File: src/rtl/gcd_seq.sv
// Sequencer in front of a gcd core: takes operand pairs, pulses ld, waits for done
// (or times out), and queues {u, v, res, err} in a small result FIFO.
module gcd_seq #(
  parameter int W         = 8,
  parameter int RES_DEPTH = 4,
  parameter int TIMEOUT   = 64
) (
  input  logic         clk,
  input  logic         reset,
  input  logic         in_valid,
  output logic         in_ready,
  input  logic [W-1:0] in_u,
  input  logic [W-1:0] in_v,
  output logic         gcd_ld,
  output logic [W-1:0] gcd_u,
  output logic [W-1:0] gcd_v,
  input  logic [W-1:0] gcd_res,
  input  logic         gcd_done,
  output logic         out_valid,
  input  logic         out_ready,
  output logic [W-1:0] out_u,
  output logic [W-1:0] out_v,
  output logic [W-1:0] out_res,
  output logic         out_err,
  output logic         busy
);

  localparam int AW = (RES_DEPTH > 1) ? $clog2(RES_DEPTH) : 1;
  localparam int CW = $clog2(RES_DEPTH + 1);
  localparam int TW = $clog2(TIMEOUT + 1);
  localparam int EW = 3 * W + 1;

  typedef enum logic [1:0] {
    S_IDLE = 2'd0,
    S_LOAD = 2'd1,
    S_WAIT = 2'd2,
    S_PUSH = 2'd3
  } state_t;

  state_t          r_state;
  logic            r_ld;
  logic [W-1:0]    r_u;
  logic [W-1:0]    r_v;
  logic [W-1:0]    r_res;
  logic            r_err;
  logic [TW-1:0]   r_timer;
  logic            r_done_q;

  logic [EW-1:0]   r_mem [RES_DEPTH];
  logic [AW-1:0]   r_wr_ptr;
  logic [AW-1:0]   r_rd_ptr;
  logic [CW-1:0]   r_count;

  logic            w_accept;
  logic            w_push;
  logic            w_pop;
  logic            w_done_rise;
  logic [EW-1:0]   w_head;

  assign w_done_rise = gcd_done & ~r_done_q;
  // The FIFO slot is reserved at accept, so a later push can never overflow.
  assign in_ready    = (r_state == S_IDLE) && (r_count < CW'(RES_DEPTH));
  assign w_accept    = in_valid & in_ready;
  assign w_push      = (r_state == S_PUSH);
  assign w_pop       = out_valid & out_ready;

  always_ff @(posedge clk) begin
    if (reset) begin
      r_state  <= S_IDLE;
      r_ld     <= 1'b0;
      r_u      <= '0;
      r_v      <= '0;
      r_res    <= '0;
      r_err    <= 1'b0;
      r_timer  <= '0;
      r_done_q <= 1'b0;
    end else begin
      r_done_q <= gcd_done;
      r_ld     <= 1'b0;
      case (r_state)
        S_IDLE: begin
          if (w_accept) begin
            r_u <= in_u;
            r_v <= in_v;
            if ((in_u == '0) || (in_v == '0)) begin
              r_res   <= in_u | in_v;
              r_err   <= 1'b0;
              r_state <= S_PUSH;
            end else begin
              r_ld    <= 1'b1;
              r_state <= S_LOAD;
            end
          end
        end
        S_LOAD: begin
          r_timer <= '0;
          r_state <= S_WAIT;
        end
        S_WAIT: begin
          r_timer <= r_timer + TW'(1);
          if (w_done_rise) begin
            r_res   <= gcd_res;
            r_err   <= 1'b0;
            r_state <= S_PUSH;
          end else if (r_timer == TW'(TIMEOUT - 1)) begin
            r_res   <= '0;
            r_err   <= 1'b1;
            r_state <= S_PUSH;
          end
        end
        S_PUSH: begin
          r_state <= S_IDLE;
        end
        default: begin
          r_state <= S_IDLE;
        end
      endcase
    end
  end

  // Storage needs no reset: the head is masked whenever the FIFO is empty.
  always_ff @(posedge clk) begin
    if (w_push) begin
      r_mem[r_wr_ptr] <= {r_u, r_v, r_res, r_err};
    end
  end

  always_ff @(posedge clk) begin
    if (reset) begin
      r_wr_ptr <= '0;
      r_rd_ptr <= '0;
      r_count  <= '0;
    end else begin
      if (w_push) begin
        r_wr_ptr <= r_wr_ptr + AW'(1);
      end
      if (w_pop) begin
        r_rd_ptr <= r_rd_ptr + AW'(1);
      end
      case ({w_push, w_pop})
        2'b10:   r_count <= r_count + CW'(1);
        2'b01:   r_count <= r_count - CW'(1);
        default: r_count <= r_count;
      endcase
    end
  end

  assign w_head    = r_mem[r_rd_ptr];
  assign out_valid = (r_count != '0);
  assign out_u     = out_valid ? w_head[EW-1 -: W]    : '0;
  assign out_v     = out_valid ? w_head[EW-1-W -: W]  : '0;
  assign out_res   = out_valid ? w_head[W:1]          : '0;
  assign out_err   = out_valid ? w_head[0]            : 1'b0;

  assign gcd_ld = r_ld;
  assign gcd_u  = r_u;
  assign gcd_v  = r_v;
  assign busy   = (r_state != S_IDLE);

endmodule
File: config.mk
export PLATFORM = sky130hd
export DESIGN_NAME = gcd_seq
export DESIGN_NICKNAME = d
export VERILOG_FILES = /design/src/rtl/gcd_seq.sv
export SDC_FILE = /design/constraint.sdc
export NUM_CORES = 1
export LEC_CHECK = 0
export ABC_CLOCK_PERIOD_IN_PS = 2100
export CAP_MARGIN = 10
export CELL_PAD_IN_SITES_DETAIL_PLACEMENT = 0
export CELL_PAD_IN_SITES_GLOBAL_PLACEMENT = 1
export CORE_MARGIN = 2
export CORE_UTILIZATION = 40
export CTS_BUF_LIST = sky130_fd_sc_hd__clkbuf_8
export CTS_CLUSTER_DIAMETER = 100
export DETAILED_ROUTE_END_ITERATION = 8
export PLACE_DENSITY_LB_ADDON = 0.05
export SLEW_MARGIN = 20
export SYNTH_ARGS = -nofsm -noshare
export SYNTH_HDL_FRONTEND = slang
export SYNTH_SLANG_ARGS = --single-unit
export TNS_END_PERCENT = 20
File: constraint.sdc
create_clock -name clk -period 2.1 [get_ports clk]
set_clock_uncertainty 0.15 [all_clocks]
set_input_delay 0.63 -clock clk [delete_from_list [all_inputs] [get_ports clk]]
set_output_delay 0.63 -clock clk [all_outputs]
set_load 0.05 [all_outputs]
Word-level counts from Yosys, hierarchy flattened --
Memory sizes are Yosys's and may differ from the RTL's. A register that Yosys moved wholly into a read port is not among the register bits. Cells that the tools add are included.
Operators by class: add/sub/neg operators 5, $mul 0, divide/modulo/power cells 0, $lt $le $gt $ge 1, eq/ne operators 9, shift operators 0, muxes and demuxes 26, bitwise logic cells 7, reduce and logical (&&, ||, !) cells 14
Operators with widths (count):
- $mux 8 | 7
- $logic_not 8->1 | 2
- $pmux 8 s2 | 1
- $pmux 7 s2 | 1
- $mux 2 | 6
- $mux 1 | 8
- $or 8x8->8 | 1
- $pmux 2 s4 | 1
- $reduce_bool 2->1 | 4
- $add 7x1->7 const B | 1
- $eq 7x6->1 const B | 1
- $eq 2x2->1 const B | 3
- $pmux 3 s2 | 1
- $add 2x1->2 const B | 2
- $eq 2x1->1 const B | 2
- $reduce_and 2->1 | 2
- $reduce_and 4->1 | 1
- $add 3x1->3 const B | 1
- $and 1x1->1 | 3
- $lt 3x3->1 const B | 1
- $ne 3x3->1 const B | 1
- $not 1->1 | 3
- $reduce_bool 3->1 | 1
- $reduce_or 3->1 | 1
- other kinds (7) | 7
Storage, ports and cells: flip-flop bits (word level) 43, bits in latches 0, bits in writable memories 100, ROM bits 0, input bits 29, output and inout port bits 45, word-level logic and storage cells 74, memories kept 1
Memories:
- r_mem | depth 4, width 25, rd ports 1, clocked after memory_dff 1, write ports 1, RTL line 49 | logic [EW-1:0] r_mem [RES_DEPTH];

Longest topological paths before layout --
Gate-level depths: netlist of the first run.
depth in word-level cells 5, depth in mapped cells 9, mapped depth without buffers 8

Least setup slack after synthesis of the first run --
No wires, ideal clock.
path kind register -> output, start register r_count[2], end output out_res[0], arrival time 1.781 ns, required time 1.320 ns, setup slack -0.461 ns, stages on the path, launching flop included 5, path buffers 2, path through dfxtp_1 -> or3_1 -> clkbuf_1 -> clkbuf_1 -> and2_1
Between the ends: word-level cells in the longest chain between the ends 2
RTL lines:
- from (decl) | RTL line 52 | logic [CW-1:0] r_count;
- from (signal assigned) | RTL line 141 | 2'b10: r_count <= r_count + CW'(1);
- from (signal assigned) | RTL line 142 | 2'b01: r_count <= r_count - CW'(1);
- from (signal assigned) | RTL line 143 | default: r_count <= r_count;
- $reduce_bool 3->1 | RTL line 149 | assign out_valid = (r_count != '0);
- named net out_valid | RTL line 19 | output logic out_valid,
- $mux 8 | RTL line 152 | assign out_res = out_valid ? w_head[W:1] : '0;
- to (decl) | RTL line 23 | output logic [W-1:0] out_res,
The timed path passes the listed nets, and every way through them passes these cells.

==> flow_metrics.env, run 1 <==
export IMPL_status="finished, violations left"
export IMPL_violations="setup timing"
export IMPL_drt_wl_total_mm=12.9
export IMPL_crit_family="multiplexers"
export IMPL_drc=0
export IMPL_die_w_um=125
export IMPL_layout_drive_gt1_share=0.363
export IMPL_netlist_top_cells_count="edfxtp_1 (100), dfxtp_1 (45), nand2_1 (42)"
export IMPL_fin_util=0.547
export IMPL_die_h_um=125
export IMPL_drv_cap=0
export IMPL_start_util=0.407
export IMPL_synth_edff_count=100
export IMPL_antenna_found_initial=0
export IMPL_grt_ovfl_total=0
export IMPL_drt_iter0_drc=167
export IMPL_path_clk_slew_ns=0.08
export IMPL_grt_pass1_wl_mm=20.8
export IMPL_ys_top_cells_by_area="edfxtp_1 (51%), dfxtp_1 (15%), mux4_2 (9.5%), and2_1 (3.3%), nand2_1 (2.7%)"
export IMPL_syn_area_um2=5900
export IMPL_cts_tree="built"
export IMPL_wl_per_cell_um=17.7
export IMPL_worst_pin_slew_ns=0.556
export IMPL_avgSynthCellArea_um2=14.2
export IMPL_drt_pass1_iter_count=4
export IMPL_area_growth_pct=34.4
export IMPL_synth_area_leader_cell="edfxtp_1"
export IMPL_use_met3=0.0415
export IMPL_grtUsageTotal=0.175
export IMPL_setup_violations=28
export IMPL_postSynthRegisterBits=145
export IMPL_numClockSinks=145
export IMPL_place_area_um2=7350
export IMPL_crit_chain="buf_12, mux4_2, and2_4, buf_6"
export IMPL_min_delay_start="r_timer[1]"
export IMPL_ys_seq_area_frac=0.662
export IMPL_leakage_nw=2.79
export IMPL_antenna_cells=0
export IMPL_nets=569
export IMPL_r2r_setup_slack_ns=0.06
export IMPL_insertion_delay_ns=0.43
export IMPL_clockRootBuffer="clkbuf_8"
export IMPL_vias=3705
export IMPL_ys_types=40
export IMPL_irDropWorstVdd_uv=984
export IMPL_grt_max_degree=29
export IMPL_crit_buf_inv=2
export IMPL_end_kind="output port"
export IMPL_hold_viol=0
export IMPL_ant_nets=0
export IMPL_fin_tns_setup_ns=-12.58
export IMPL_worstPathRequired_ns=1.32
export IMPL_port_buffers=73
export IMPL_cpMaxStageDelayCell="mux4_2"
export IMPL_viasPerCell=5.10
export IMPL_met2_usage=0.287
export IMPL_min_path_type="reg2reg"
export IMPL_holdPathStages=2
export IMPL_first_global_vias=3872
export IMPL_ctsLongestPathBuffers=2
export IMPL_r2r_start="r_count[2]"
export IMPL_synth_most_common_cell="edfxtp_1"
export IMPL_stdcell_area_um2=7920
export IMPL_powerDensity_nw_per_um2=1210
export IMPL_worst_path_largest_cell_delay_ns=0.52
export IMPL_hpwl_mm=8.84
export IMPL_critPathKind="reg2out"
export IMPL_rows=44
export IMPL_cts_setup_buffers=0
export IMPL_period_share=1.25
export IMPL_die_area_um2=15700
export IMPL_synthFlopType="edfxtp_1"
export IMPL_yosys_warnings=0
export IMPL_place_gp_congestion=0.753
export IMPL_grtUsageMet1=0.225
export IMPL_hold_end="r_timer[1]"
export IMPL_netlist_area_leader_share=0.509
export IMPL_worst_path_max_fanout=14
export IMPL_period_needed_ns=2.62
export IMPL_core_um2=14500
export IMPL_ys_async_sr_fraction=0
export IMPL_h_tree_depth=4
export IMPL_worstReg2RegEnd="r_count[2]"
export IMPL_max_freq_ghz=0.382
export IMPL_grt_setup_unrepaired="true"
export IMPL_io_pins=74
export IMPL_reg2reg_depth=8
export IMPL_critical_path_arrival_ns=1.84
export IMPL_numCtsBuffers=17
export IMPL_max_slew_margin_rel=0.629
export IMPL_netlist_instances=415
export IMPL_synth_nets=455
export IMPL_grt_busiest_layer="met2"
export IMPL_startpoint_type="register"
export IMPL_report_final_slew_viol_count=0
export IMPL_timing_final_ws_setup_ns=-0.520
cells in the final DEF (no fill, tap or decap), drive strengths merged, types with 18 or more instances in the layout:
cell type / synthesis / final
nand2: 42 / 42
buf: 12 / 92
edfxtp: 100 / 100
dfxtp: 45 / 45
a21oi: 21 / 21
and2: 31 / 31
mux4: 25 / 25
inv: 10 / 18
clkdlybuf4s50: 0 / 27
nor2: 31 / 31
worst reg2reg max path, cell delays in order, from the launching register on:
cell and delay, ns:
dfxtp_2 0.32, or3_4 0.40, and2_4 0.17, ha_2 0.17, inv_1 0.06, fa_2 0.18, xor2_1 0.07, or3_1 0.30
a21oi_1 0.13
timing repair:
item / CTS / global route
hold buffers: 0 / 0
cloned: 0 / 0
pin swaps: 2 / 2
gates resized for setup: 37 / 11
setup endpoints to repair: 29 / 34
where the power goes:
| part | internal (W) | switching [W] | total (W) |
|---|---|---|---|
| registers | 0.00340 | 0.000244 | 0.00364 |
| logic | 0.00166 | 0.00207 | 0.00373 |
| clock network | 0.00109 | 0.00112 | 0.00221 |
| total | 0.00615 | 0.00343 | 0.00958 |
final cells by class:
type,instances,area (µm²)
well taps,184,230
repair buffers,119,1390
flip-flops and latches,145,3910
clock buffers,17,234
clock inverters,15,173
inverters,10,42.5
multi-input cells,236,1950
fillers,1230,6560
cells by family (layout without fill, tap and decap cells):
kind of cell,Yosys count,count (layout),synth area share
compound gates,56,56,0.0611
xor+xnor,8,8,0.0119
fa+ha+maj,11,11,0.0246
buf+inv,34,161,0.0276
flops,145,145,0.662
mux,28,28,0.101
simple gates,133,133,0.112
routing by layer:
metal | part of all wire | vias up
li1 | - | 1761
met1 | 0.44 | 1840
met2 | 0.50 | 87
met3 | 0.039 | 17
met4 | 0.017 | 0
met5 | 0 | -
registers in the layout, indices dropped and copies added, names as in the netlist, named ones only:
register	flops
r_err	1
r_done_q	1
r_rd_ptr	2
r_res	8
r_timer	7
r_count	3
r_mem	100
gcd_v	8
gcd_ld	1
r_wr_ptr	2
r_state	2
gcd_u	8
how the worst max path moves through the flow:
stage	endpoint	cells past startpoint
3_5_place_dp	r_count[2]	8
3_3_place_gp	r_count[2]	8
4_1_cts	out_v[7]	4
6_report	out_v[0]	4
5_1_grt	out_v[1]	4
2_1_floorplan	out_u[1]	4
metrics by stage:
stage	total power [W]	hold slack, ns	setup WS, ns	instances
finish	0.00958	0.352	-0.520	726
global route	0.0100	0.372	-0.612	726
CTS	0.00965	0.362	-0.588	726
detailed placement	0.00721	0.333	-0.488	694
global placement	0.00718	0.321	-0.449	694
floorplan	0.00599	0.302	-0.0150	415
No activity file was read; power rests on OpenSTA's default activity.
==> run 2: changes to the inputs <==
- SLEW_MARGIN: 20 -> 40
==> results of run 2 <==
Final layout, timing and power as in run 1 (identical DEF).
